File: src/rtl/uart_pkg.sv
// Shared types and constants for the UART transmit controller.
// Frame state encoding, bit timing and divider defaults live here.
package uart_pkg;

   typedef enum logic [2:0] {
      ST_IDLE,
      ST_APPLY,
      ST_START,
      ST_DATA,
      ST_PARITY,
      ST_STOP
   } tx_state_e;

   localparam int          TICKS_PER_BIT          = 16;
   localparam int          APPLY_CYCLES           = 2;
   localparam logic [15:0] UART_DIV_DEF           = 16'd27;
   localparam logic [4:0]  UART_FRAG_TOTAL_DEF    = 5'd2;
   localparam logic [3:0]  UART_FRAG_I_DEF        = 4'd7;

   typedef struct packed {
      logic [15:0] div;
      logic [4:0]  frag_total;
      logic [3:0]  frag_i;
      logic        parity_en;
      logic        parity_odd;
      logic        stop2;
   } uart_cfg_t;

   function automatic logic parity_bit(input logic [7:0] data, input logic odd);
      return (^data) ^ odd;
   endfunction

endpackage

File: src/rtl/uart_tx_ctrl_if.sv
// Byte push handshake and configuration strobe bus of the UART transmit controller.
interface uart_tx_ctrl_if;

   logic        tx_valid;
   logic [7:0]  tx_data;
   logic        tx_ready;
   logic        cfg_we;
   logic [15:0] cfg_div;
   logic [4:0]  cfg_frag_total;
   logic [3:0]  cfg_frag_i;
   logic        cfg_parity_en;
   logic        cfg_parity_odd;
   logic        cfg_stop2;

   modport master (
      output tx_valid, tx_data, cfg_we, cfg_div, cfg_frag_total, cfg_frag_i,
             cfg_parity_en, cfg_parity_odd, cfg_stop2,
      input  tx_ready
   );

   modport slave (
      input  tx_valid, tx_data, cfg_we, cfg_div, cfg_frag_total, cfg_frag_i,
             cfg_parity_en, cfg_parity_odd, cfg_stop2,
      output tx_ready
   );

endinterface

File: src/rtl/uart_tx_fifo.sv
// 8-bit wide transmit FIFO with first-word fall-through read data.
// FIFO_DEPTH must be a power of two so the pointers wrap naturally.
module uart_tx_fifo #(
   parameter int FIFO_DEPTH = 8
) (
   input  logic       clk,
   input  logic       rst_n,
   input  logic       push,
   input  logic [7:0] wr_data,
   input  logic       pop,
   output logic [7:0] rd_data,
   output logic       empty,
   output logic       full
);

   localparam int PTR_W = $clog2(FIFO_DEPTH);

   logic [7:0]       mem [FIFO_DEPTH];
   logic [PTR_W-1:0] wr_ptr;
   logic [PTR_W-1:0] rd_ptr;
   logic [PTR_W:0]   count;
   logic             do_push;
   logic             do_pop;

   // Flags come from the registered count only, so a same-cycle pop never frees a slot early.
   assign full    = (count == (PTR_W+1)'(FIFO_DEPTH));
   assign empty   = (count == '0);
   assign do_push = push & ~full;
   assign do_pop  = pop & ~empty;
   assign rd_data = mem[rd_ptr];

   always_ff @(posedge clk) begin
      if (do_push) mem[wr_ptr] <= wr_data;
   end

   always_ff @(posedge clk or negedge rst_n) begin
      if (!rst_n) begin
         wr_ptr <= '0;
         rd_ptr <= '0;
         count  <= '0;
      end else begin
         if (do_push) wr_ptr <= wr_ptr + 1'b1;
         if (do_pop)  rd_ptr <= rd_ptr + 1'b1;
         case ({do_push, do_pop})
            2'b10:   count <= count + 1'b1;
            2'b01:   count <= count - 1'b1;
            default: count <= count;
         endcase
      end
   end

endmodule

File: src/rtl/uart_tx_ctrl.sv
// UART transmit controller: buffers bytes, serialises frames on clk_sample ticks and
// applies shadowed baud-divider settings to uart_clk_div only between frames.
module uart_tx_ctrl
   import uart_pkg::*;
#(
   parameter int          FIFO_DEPTH     = 8,
   parameter logic [15:0] DIV_DEF        = UART_DIV_DEF,
   parameter logic [4:0]  FRAG_TOTAL_DEF = UART_FRAG_TOTAL_DEF,
   parameter logic [3:0]  FRAG_I_DEF     = UART_FRAG_I_DEF
) (
   input  logic          clk,
   input  logic          rst_n,
   uart_tx_ctrl_if.slave bus,
   input  logic          clk_sample,
   output logic [15:0]   uart_clk_div,
   output logic [4:0]    uart_clk_frag_total,
   output logic [3:0]    uart_clk_frag_i,
   output logic          div_rst_n,
   output logic          uart_tx,
   output logic          busy,
   output logic          cfg_pending
);

   tx_state_e  state;
   tx_state_e  state_nxt;
   uart_cfg_t  shadow;
   logic       sample_d;
   logic       tick;
   logic       bit_end;
   logic       in_frame;
   logic [3:0] tick_cnt;
   logic [2:0] bit_cnt;
   logic       apply_cnt;
   logic [7:0] shift_reg;
   logic [7:0] frame_data;
   logic       frame_par_en;
   logic       frame_odd;
   logic       frame_stop2;
   logic       fifo_pop;
   logic       fifo_empty;
   logic       fifo_full;
   logic [7:0] fifo_rd;

   uart_tx_fifo #(.FIFO_DEPTH(FIFO_DEPTH)) u_fifo (
      .clk     (clk),
      .rst_n   (rst_n),
      .push    (bus.tx_valid),
      .wr_data (bus.tx_data),
      .pop     (fifo_pop),
      .rd_data (fifo_rd),
      .empty   (fifo_empty),
      .full    (fifo_full)
   );

   assign bus.tx_ready = ~fifo_full;

   // Rising edge of the oversample clock; suppressed while the divider is held in reset.
   assign tick     = clk_sample & ~sample_d & div_rst_n;
   assign in_frame = (state == ST_START) || (state == ST_DATA) ||
                     (state == ST_PARITY) || (state == ST_STOP);
   assign bit_end  = tick && (tick_cnt == 4'(TICKS_PER_BIT - 1));

   always_ff @(posedge clk or negedge rst_n) begin
      if (!rst_n) state <= ST_IDLE;
      else        state <= state_nxt;
   end

   always_comb begin
      state_nxt = state;
      case (state)
         ST_IDLE: begin
            if (cfg_pending)      state_nxt = ST_APPLY;
            else if (!fifo_empty) state_nxt = ST_START;
         end
         ST_APPLY: begin
            if (apply_cnt == 1'(APPLY_CYCLES - 1)) state_nxt = ST_IDLE;
         end
         ST_START: begin
            if (bit_end) state_nxt = ST_DATA;
         end
         ST_DATA: begin
            if (bit_end && bit_cnt == 3'd7) state_nxt = frame_par_en ? ST_PARITY : ST_STOP;
         end
         ST_PARITY: begin
            if (bit_end) state_nxt = ST_STOP;
         end
         ST_STOP: begin
            // bit_cnt enters STOP at zero and counts completed stop bits.
            if (bit_end && (!frame_stop2 || bit_cnt == 3'd1)) state_nxt = ST_IDLE;
         end
         default: state_nxt = ST_IDLE;
      endcase
   end

   always_comb begin
      uart_tx   = 1'b1;
      div_rst_n = rst_n & (state != ST_APPLY);
      fifo_pop  = (state == ST_IDLE) && !cfg_pending && !fifo_empty;
      busy      = (state != ST_IDLE) || !fifo_empty;
      case (state)
         ST_START:  uart_tx = 1'b0;
         ST_DATA:   uart_tx = shift_reg[0];
         ST_PARITY: uart_tx = parity_bit(frame_data, frame_odd);
         default:   uart_tx = 1'b1;
      endcase
   end

   always_ff @(posedge clk or negedge rst_n) begin
      if (!rst_n) begin
         sample_d     <= 1'b0;
         tick_cnt     <= '0;
         bit_cnt      <= '0;
         apply_cnt    <= 1'b0;
         frame_par_en <= 1'b0;
         frame_odd    <= 1'b0;
         frame_stop2  <= 1'b0;
      end else begin
         sample_d  <= clk_sample;
         apply_cnt <= (state == ST_APPLY) ? apply_cnt + 1'b1 : 1'b0;
         if (fifo_pop) begin
            tick_cnt     <= '0;
            bit_cnt      <= '0;
            frame_par_en <= shadow.parity_en;
            frame_odd    <= shadow.parity_odd;
            frame_stop2  <= shadow.stop2;
         end else if (tick && in_frame) begin
            tick_cnt <= tick_cnt + 4'd1;
            if (bit_end && (state == ST_DATA || state == ST_STOP)) bit_cnt <= bit_cnt + 3'd1;
         end
      end
   end

   always_ff @(posedge clk) begin
      if (fifo_pop) begin
         shift_reg  <= fifo_rd;
         frame_data <= fifo_rd;
      end else if (bit_end && state == ST_DATA) begin
         shift_reg <= {1'b0, shift_reg[7:1]};
      end
   end

   // Shadow captures every strobe; the divider only sees it during the first APPLY cycle.
   always_ff @(posedge clk or negedge rst_n) begin
      if (!rst_n) begin
         shadow              <= '{div: DIV_DEF, frag_total: FRAG_TOTAL_DEF, frag_i: FRAG_I_DEF,
                                  parity_en: 1'b0, parity_odd: 1'b0, stop2: 1'b0};
         cfg_pending         <= 1'b0;
         uart_clk_div        <= DIV_DEF;
         uart_clk_frag_total <= FRAG_TOTAL_DEF;
         uart_clk_frag_i     <= FRAG_I_DEF;
      end else begin
         if (bus.cfg_we) begin
            shadow <= '{div: bus.cfg_div, frag_total: bus.cfg_frag_total,
                        frag_i: bus.cfg_frag_i, parity_en: bus.cfg_parity_en,
                        parity_odd: bus.cfg_parity_odd, stop2: bus.cfg_stop2};
         end
         if (bus.cfg_we)                                cfg_pending <= 1'b1;
         else if (state == ST_APPLY && apply_cnt == 1'b1) cfg_pending <= 1'b0;
         if (state == ST_APPLY && apply_cnt == 1'b0) begin
            uart_clk_div        <= shadow.div;
            uart_clk_frag_total <= shadow.frag_total;
            uart_clk_frag_i     <= shadow.frag_i;
         end
      end
   end

endmodule

File: src/flat_wrapper.sv
// flat-port wrapper written by rule: the top's interface ports become plain ports
module uart_tx_ctrl_flat import uart_pkg::*;
#(
   parameter int          FIFO_DEPTH     = 8,
   parameter logic [15:0] DIV_DEF        = UART_DIV_DEF,
   parameter logic [4:0]  FRAG_TOTAL_DEF = UART_FRAG_TOTAL_DEF,
   parameter logic [3:0]  FRAG_I_DEF     = UART_FRAG_I_DEF
)
  (clk, rst_n, clk_sample, uart_clk_div, uart_clk_frag_total, uart_clk_frag_i, div_rst_n, uart_tx, busy, cfg_pending, bus_tx_valid, bus_tx_data, bus_cfg_we, bus_cfg_div, bus_cfg_frag_total, bus_cfg_frag_i, bus_cfg_parity_en, bus_cfg_parity_odd, bus_cfg_stop2, bus_tx_ready);
  uart_tx_ctrl_if bus_i ();
  input  logic clk;
  input  logic rst_n;
  input  logic clk_sample;
  output logic [15:0] uart_clk_div;
  output logic [4:0] uart_clk_frag_total;
  output logic [3:0] uart_clk_frag_i;
  output logic div_rst_n;
  output logic uart_tx;
  output logic busy;
  output logic cfg_pending;
  input wire logic [$bits(bus_i.tx_valid)-1:0] bus_tx_valid;
  input wire logic [$bits(bus_i.tx_data)-1:0] bus_tx_data;
  input wire logic [$bits(bus_i.cfg_we)-1:0] bus_cfg_we;
  input wire logic [$bits(bus_i.cfg_div)-1:0] bus_cfg_div;
  input wire logic [$bits(bus_i.cfg_frag_total)-1:0] bus_cfg_frag_total;
  input wire logic [$bits(bus_i.cfg_frag_i)-1:0] bus_cfg_frag_i;
  input wire logic [$bits(bus_i.cfg_parity_en)-1:0] bus_cfg_parity_en;
  input wire logic [$bits(bus_i.cfg_parity_odd)-1:0] bus_cfg_parity_odd;
  input wire logic [$bits(bus_i.cfg_stop2)-1:0] bus_cfg_stop2;
  output wire logic [$bits(bus_i.tx_ready)-1:0] bus_tx_ready;
  assign bus_i.tx_valid = bus_tx_valid;
  assign bus_i.tx_data = bus_tx_data;
  assign bus_i.cfg_we = bus_cfg_we;
  assign bus_i.cfg_div = bus_cfg_div;
  assign bus_i.cfg_frag_total = bus_cfg_frag_total;
  assign bus_i.cfg_frag_i = bus_cfg_frag_i;
  assign bus_i.cfg_parity_en = bus_cfg_parity_en;
  assign bus_i.cfg_parity_odd = bus_cfg_parity_odd;
  assign bus_i.cfg_stop2 = bus_cfg_stop2;
  assign bus_tx_ready = bus_i.tx_ready;
  uart_tx_ctrl #(.FIFO_DEPTH(FIFO_DEPTH), .DIV_DEF(DIV_DEF), .FRAG_TOTAL_DEF(FRAG_TOTAL_DEF), .FRAG_I_DEF(FRAG_I_DEF)) u_core (.clk(clk), .rst_n(rst_n), .bus(bus_i), .clk_sample(clk_sample), .uart_clk_div(uart_clk_div), .uart_clk_frag_total(uart_clk_frag_total), .uart_clk_frag_i(uart_clk_frag_i), .div_rst_n(div_rst_n), .uart_tx(uart_tx), .busy(busy), .cfg_pending(cfg_pending));
endmodule
File: config.mk
export PLATFORM = sky130hd
export DESIGN_NAME = uart_tx_ctrl_flat
export DESIGN_NICKNAME = d
export VERILOG_FILES = /design/src/rtl/uart_pkg.sv /design/src/rtl/uart_tx_ctrl_if.sv /design/src/rtl/uart_tx_fifo.sv /design/src/rtl/uart_tx_ctrl.sv /design/src/flat_wrapper.sv
export SDC_FILE = /design/constraint.sdc
export NUM_CORES = 1
export LEC_CHECK = 0
export ABC_AREA = 1
export BUFFER_PORTS_ARGS = -buffer_cell sky130_fd_sc_hd__buf_2
export CAP_MARGIN = 30
export CELL_PAD_IN_SITES_DETAIL_PLACEMENT = 1
export CELL_PAD_IN_SITES_GLOBAL_PLACEMENT = 2
export CORE_ASPECT_RATIO = 0.9
export CORE_MARGIN = 5
export CORE_UTILIZATION = 30
export CTS_CLUSTER_SIZE = 14
export DETAILED_ROUTE_END_ITERATION = 8
export GPL_ROUTABILITY_DRIVEN = 0
export MAX_ROUTING_LAYER = met4
export PLACE_DENSITY_LB_ADDON = 0.2
export SLEW_MARGIN = 10
export SYNTH_ARGS = -nofsm -noshare
export SYNTH_HDL_FRONTEND = slang
export SYNTH_SLANG_ARGS = --single-unit
File: constraint.sdc
create_clock -name clk -period 2.09 [get_ports clk]
set_input_delay 0.3135 -clock clk [delete_from_list [all_inputs] [get_ports clk]]
set_output_delay 0.3135 -clock clk [all_outputs]
set_load 0.05 [all_outputs]
* After elaboration in Yosys (flattened, before gate mapping)
Memory sizes are Yosys's and may differ from the RTL's.
Index checks and enable logic that the tools add are counted.
** Operators by class
- Bitwise logic cells :: 10
- Add/subtract/negate cells :: 7
- Eq/ne operators :: 18
- Reduce and logical (&&, ||, !) cells :: 30
- Multiplexer cells :: 23
** Operators by type and width (count)
- $mux 3 :: 10
- $pmux 3 s6 :: 1
- $mux 8 :: 2
- $logic_and 1x1->1 :: 10
- $ne 2x1->1 const B :: 5
- $reduce_bool 2->1 :: 5
- $add 3x1->3 const B :: 3
- $eq 3x3->1 const B :: 3
- $add 4x1->4 const B :: 2
- $eq 4x4->1 const B :: 2
- $mux 4 :: 2
- $pmux 4 s2 :: 1
- $reduce_xor 8->1 :: 1
- $eq 3x1->1 const B :: 2
- $eq 3x2->1 const B :: 2
- $logic_or 1x1->1 :: 6
- $mux 1 :: 6
- $reduce_and 6->1 :: 1
- $and 1x1->1 :: 5
- $logic_not 4->1 :: 1
- $not 1->1 :: 4
- $sub 4x1->4 const B :: 1
- $logic_not 1->1 :: 3
- $logic_not 3->1 :: 1
- other kinds (9) :: 9
** Storage, ports and cells
- Memories kept :: 1
- Output and inout bits :: 30
- Word-level logic and storage cells :: 112
- Bits of input ports :: 41
- Bits in writable memories :: 64
- Bits in registers :: 95
** Memory list
- u_core.u_fifo.mem :: words 8, bits a word 8, rd ports 1, clocked after memory_dff 0, write ports 1, line uart_tx_fifo.sv:18 : logic [7:0] mem [FIFO_DEPTH];

* Depth between registers and ports, before layout
- Word-level depth :: 8
- Mapped depth :: 14
- Depth with buffers taken out :: 12

* Modules after synthesis
A second synthesis with hierarchy kept.
** Unflattened totals
- Cells, all modules :: 763
- Area total of the unflattened synthesis :: 7111.8 um^2
** By module, submodules not included
- uart_tx_ctrl :: seq. area each 2227.1 um^2, area an instance 3709.8 um^2, instances 1, cells each 406
- uart_tx_fifo :: seq. area each 2172.1 um^2, area an instance 3402.0 um^2, instances 1, cells each 357

* Least setup slack after synthesis
No wires, ideal clock.
- Path type :: register to register
- From :: register u_core.u_fifo.count[2]
- To :: register u_core.u_fifo.count[3]
- Data arrival time :: 2173 ps
- Period minus slack after synthesis :: 2296 ps
- Stages on the path, launching flop included :: 10
- Setup slack :: -206 ps
- Buffers on the path :: 0
- Data required time :: 1967 ps
- Setup time :: 123 ps
- Path through :: dfrtp_1 > inv_1 > nand4_1 > nand2_1 > ha_1 > xor2_1 > nand2_1 > o21ai_0 > nand3_1 > xor2_1
** On the way
- Elaborated cells between the ends (all ways) :: 14
- Classes of those cells :: add/sub: 2; eq/ne: 3; mux: 1; bitwise: 4; reduce/logical: 4
** RTL lines
- from (decl) :: line uart_tx_fifo.sv:21 : logic [PTR_W:0] count;
- from (signal assigned) :: line uart_tx_fifo.sv:45 : 2'b10: count <= count + 1'b1;
- from (signal assigned) :: line uart_tx_fifo.sv:46 : 2'b01: count <= count - 1'b1;
- from (signal assigned) :: line uart_tx_fifo.sv:47 : default: count <= count;
- $eq 4x4->1 (*) :: line uart_tx_fifo.sv:26 : assign full = (count == (PTR_W+1)'(FIFO_DEPTH));
- $not 1->1 (*)
- named net bus_tx_ready :: line flat_wrapper.sv:30 : output wire logic [$bits(bus_i.tx_ready)-1:0] bus_tx_ready;
- $and 1x1->1 (*) :: line uart_tx_fifo.sv:28 : assign do_push = push & ~full;
- $eq 2x1->1 or $eq 2x2->1 (tied branches) :: line uart_tx_fifo.sv:44 : case ({do_push, do_pop})
- $pmux 4 s2 or $reduce_bool 2->1 (tied branches)
Mark *: on every way through the listed nets, which the timed path passes. The rest lies on a longest branch.
A chain may end at the register's enable or synchronous reset.

* Worst setup path after layout
- From :: register u_core.state[1]
- To :: register u_core.u_fifo.count[2]
** On the way
- Longest elaborated chain between the ends :: 6
- Elaborated cells between the ends (all ways) :: 8
- Classes of those cells :: eq/ne: 2; mux: 1; bitwise: 1; reduce/logical: 4
** Ends and longest elaborated chain
- from (decl) :: line uart_tx_ctrl.sv:24 : tx_state_e state;
- from (signal assigned) :: line uart_tx_ctrl.sv:65 : else state <= state_nxt;
- $logic_not 3->1 (*) :: line uart_tx_ctrl.sv:98 : fifo_pop = (state == ST_IDLE) && !cfg_pending && !fifo_empty;
- $logic_and 1x1->1 (*) (2 in series) :: line uart_tx_ctrl.sv:98
- $and 1x1->1 (*) :: line uart_tx_fifo.sv:29 : assign do_pop = pop & ~empty;
- $eq 2x1->1 or $eq 2x2->1 (tied branches) :: line uart_tx_fifo.sv:44
- $pmux 4 s2 or $reduce_bool 2->1 (tied branches)
Mark *: on every way between the ends. The rest lies on a longest branch, timed or not.

==> metrics <==
unrepaired setup endpoints after global routing yes; final WL between 15 and 20 mm; CORE AREA between 20,000 and 25,000 sq um; crit end category register; TritonRoute pass-1 iters 4; Crit Path Class register to register; # fillers ~2,500; Cells after DPL 983; Leak Pwr 3.460 nW; drt drc 0; Cells after Synth approximately 620; leading registers by flop count u_core.u_fifo.mem: 64 flops, u_core.shadow: 28 flops, u_core.uart_clk_div: 16 flops; final std cells w/o fill about 1,000; Biggest register u_core.u_fifo.mem; Ant. Diodes 0; Syn Nets around 670; Critical Path RT between 2000 and 2500 ps; Synth async-reset ratio about half; root buffer cell clkbuf_16; drt wl/cell ~16 microns; clock latency on the worst-skew pair 420 ps; Distinct cells, synth 40; hold slack 97.17 ps; fin nets 767; fin crit share a little over nine tenths; PD cells ~1500 nW/um^2; final worst setup slack around 100 ps; CP Launch Type register; WP data arrival roughly 2300 ps; first-pass GRT wire length around 26 mm; register area 4399 sq um; Critical Path Fanout Max 4; vias per cell approximately 4.5; Die Y ~150 microns; Reg2Reg Depth 11; Via Count between 4,000 and 5,000; Final Hold Fails 0; Synth Cell Area 6636 sq um; max-cap viol count 0; relative slew slack 58.00%; EDFF count, synth 80; H-tree depth 4; global route overflow 0; largest net degree at the start of global routing 66; Hold Crit Depth 3; Clock transition at path regs roughly 70 ps; fmax a little over 500 MHz; HPWL Detailed between 10 and 15 mm; predominant post-synthesis flop cell edfxtp_1; CTS tree built; Max Slew Vio Count 0; area added between synthesis and finish 22.62%; die width roughly 170 microns; drt initial violations between 200 and 300; Peak VDD IR between 0.7 and 0.8 mV; initial antenna violation count 0; CTS Buffer Depth 2; Avg Inst Size Synth 10.67 sq um; max reg flops 64; final setup fails 0; Syn. warnings 0; TritonCTS Buffers 17; GRT Util Overall a little over an eighth; port bufs 70; Multi-input gate area a little under 2000 sq um; vias in the first global route 4,939; CTS Sinks around 160; starting density of the core a little under a third; Final ANT Viol Nets 0; proportion of layout cells with a drive suffix above 1 23.70%; sequential share of the synthesized area 66.29%; die area roughly 25,000 sq um; Slew @ Worst Pin between 600 and 700 ps; Clock Skew around 8.5 ps; Ports a little over 70; outcome completed; post-place setup slack about 33 ps; Rows between 50 and 60; Final Critical Period 1988 ps; Synth Register Bits approximately 160; worst hold-check path type input pin to register; Final Util 37.51%
[cells in the final DEF (no fill, tap or decap), types with 2 or more instances in the layout]
cell and n:
edfxtp_1 80, nand2_1 136, dlygate4sd3_1 2, inv_1 49
o22ai_1 16, a21oi_1 4, dfstp_2 16, a31oi_1 7
nor2_2 7, buf_6 2, clkinv_4 3, inv_6 3
xnor2_1 6, ha_1 7, nand2_2 3, nor2_1 56
nand3_2 3, nand3_1 8, clkbuf_16 17, buf_2 68
dfrtp_1 63, o21ai_0 95, nor2_4 3, nand4_1 5
inv_8 5, o21ai_1 3, inv_2 4, buf_4 25
xor2_1 9, clkinv_1 2
[metrics by stage]
step	setup TNS (ps)	cell area [sq um]	power, mW
final	0	8138	11.97
after global routing	-167.6	8138	12.81
after CTS	0	8060	12.10
after global placement	0	7456	8.812
after floorplan	-271.7	6661	7.531
after detailed placement	0	7456	8.953
[cell usage after synthesis (8+ instances only)]
library cell / count / share of area, %
clkbuf_1: 17 / 0.96
dfrtp_1: 63 / 24
dfstp_2: 16 / 6.3
edfxtp_1: 80 / 36
ha_1: 9 / 1.7
inv_1: 50 / 2.8
nand2_1: 137 / 7.7
nand3_1: 8 / 0.60
nor2_1: 61 / 3.5
o21ai_0: 98 / 7.4
o22ai_1: 16 / 1.5
xor2_1: 10 / 1.3
[final timing paths]
path | start | endpoint | slack, ps
worst max-delay path | u_core.state[1] | u_core.u_fifo.count[2] | 100
worst min-delay path | bus_cfg_div[12] | u_core.shadow[24] | 100
worst max register to register | u_core.state[1] | u_core.u_fifo.count[2] | 100
worst min register to register | u_core.shadow[4] | u_core.shadow[4] | 480
max in group asynchronous | rst_n | u_core.uart_clk_div[4] | 960
min in group asynchronous | rst_n | u_core.frame_stop2 | 320
[power by group]
group / internal (mW) / total, mW / switching (mW)
Clock: 1.69 / 3.05 / 1.36
Sequential: 4.13 / 4.50 / 0.367
Combinational: 1.28 / 4.42 / 3.15
[cells by family after synthesis]
kind of cell / share of synthesized area, %
simple gates: 14.01
mux: 0.1697
xor+xnor: 2.244
flops: 66.29
buf+inv: 4.770
fa+ha+maj: 1.697
compound gates: 10.82
[repair_timing]
action / 4_1_cts / 5_1_grt
hold endpoints to repair: 15 / 0
pin swaps: 0 / 3
resized for setup: 2 / 7
setup endpoints to repair: 1 / 12
buffers inserted: 0 / 3
hold buffers: 2 / 0
[final cells by class]
| class | count | share of cell area, % |
|---|---|---|
| multi-input combinational | 385 | 24.22 |
| clock buffer | 18 | 5.274 |
| sequential | 159 | 54.06 |
| timing repair buffer | 99 | 7.595 |
| inverter | 55 | 2.568 |
| clock inverter | 14 | 1.814 |
| tap | 291 | 4.474 |
[critical path, cell delays in order (launching register included)]
cell and delay (ps):
dfrtp_1 420, inv_2 100, nand2_2 90, nor2_4 130, nand2_2 100, nor2_4 180, ha_4 180, xor2_2 170
ha_2 200, a21oi_1 50, xnor2_1 160, o21ai_1 80
[metal layers]
layer	vias up	share of wire, %	routed length [microns]	track usage [%]
met2	52	49	7753	21.38
li1	2280	-	-	-
met4	0	1.1	174	3.313
met1	2280	48	7645	17.62
met3	13	2.6	412	3.471
met5	-	0	0	-
No activity file was read; power rests on OpenSTA's default activity.
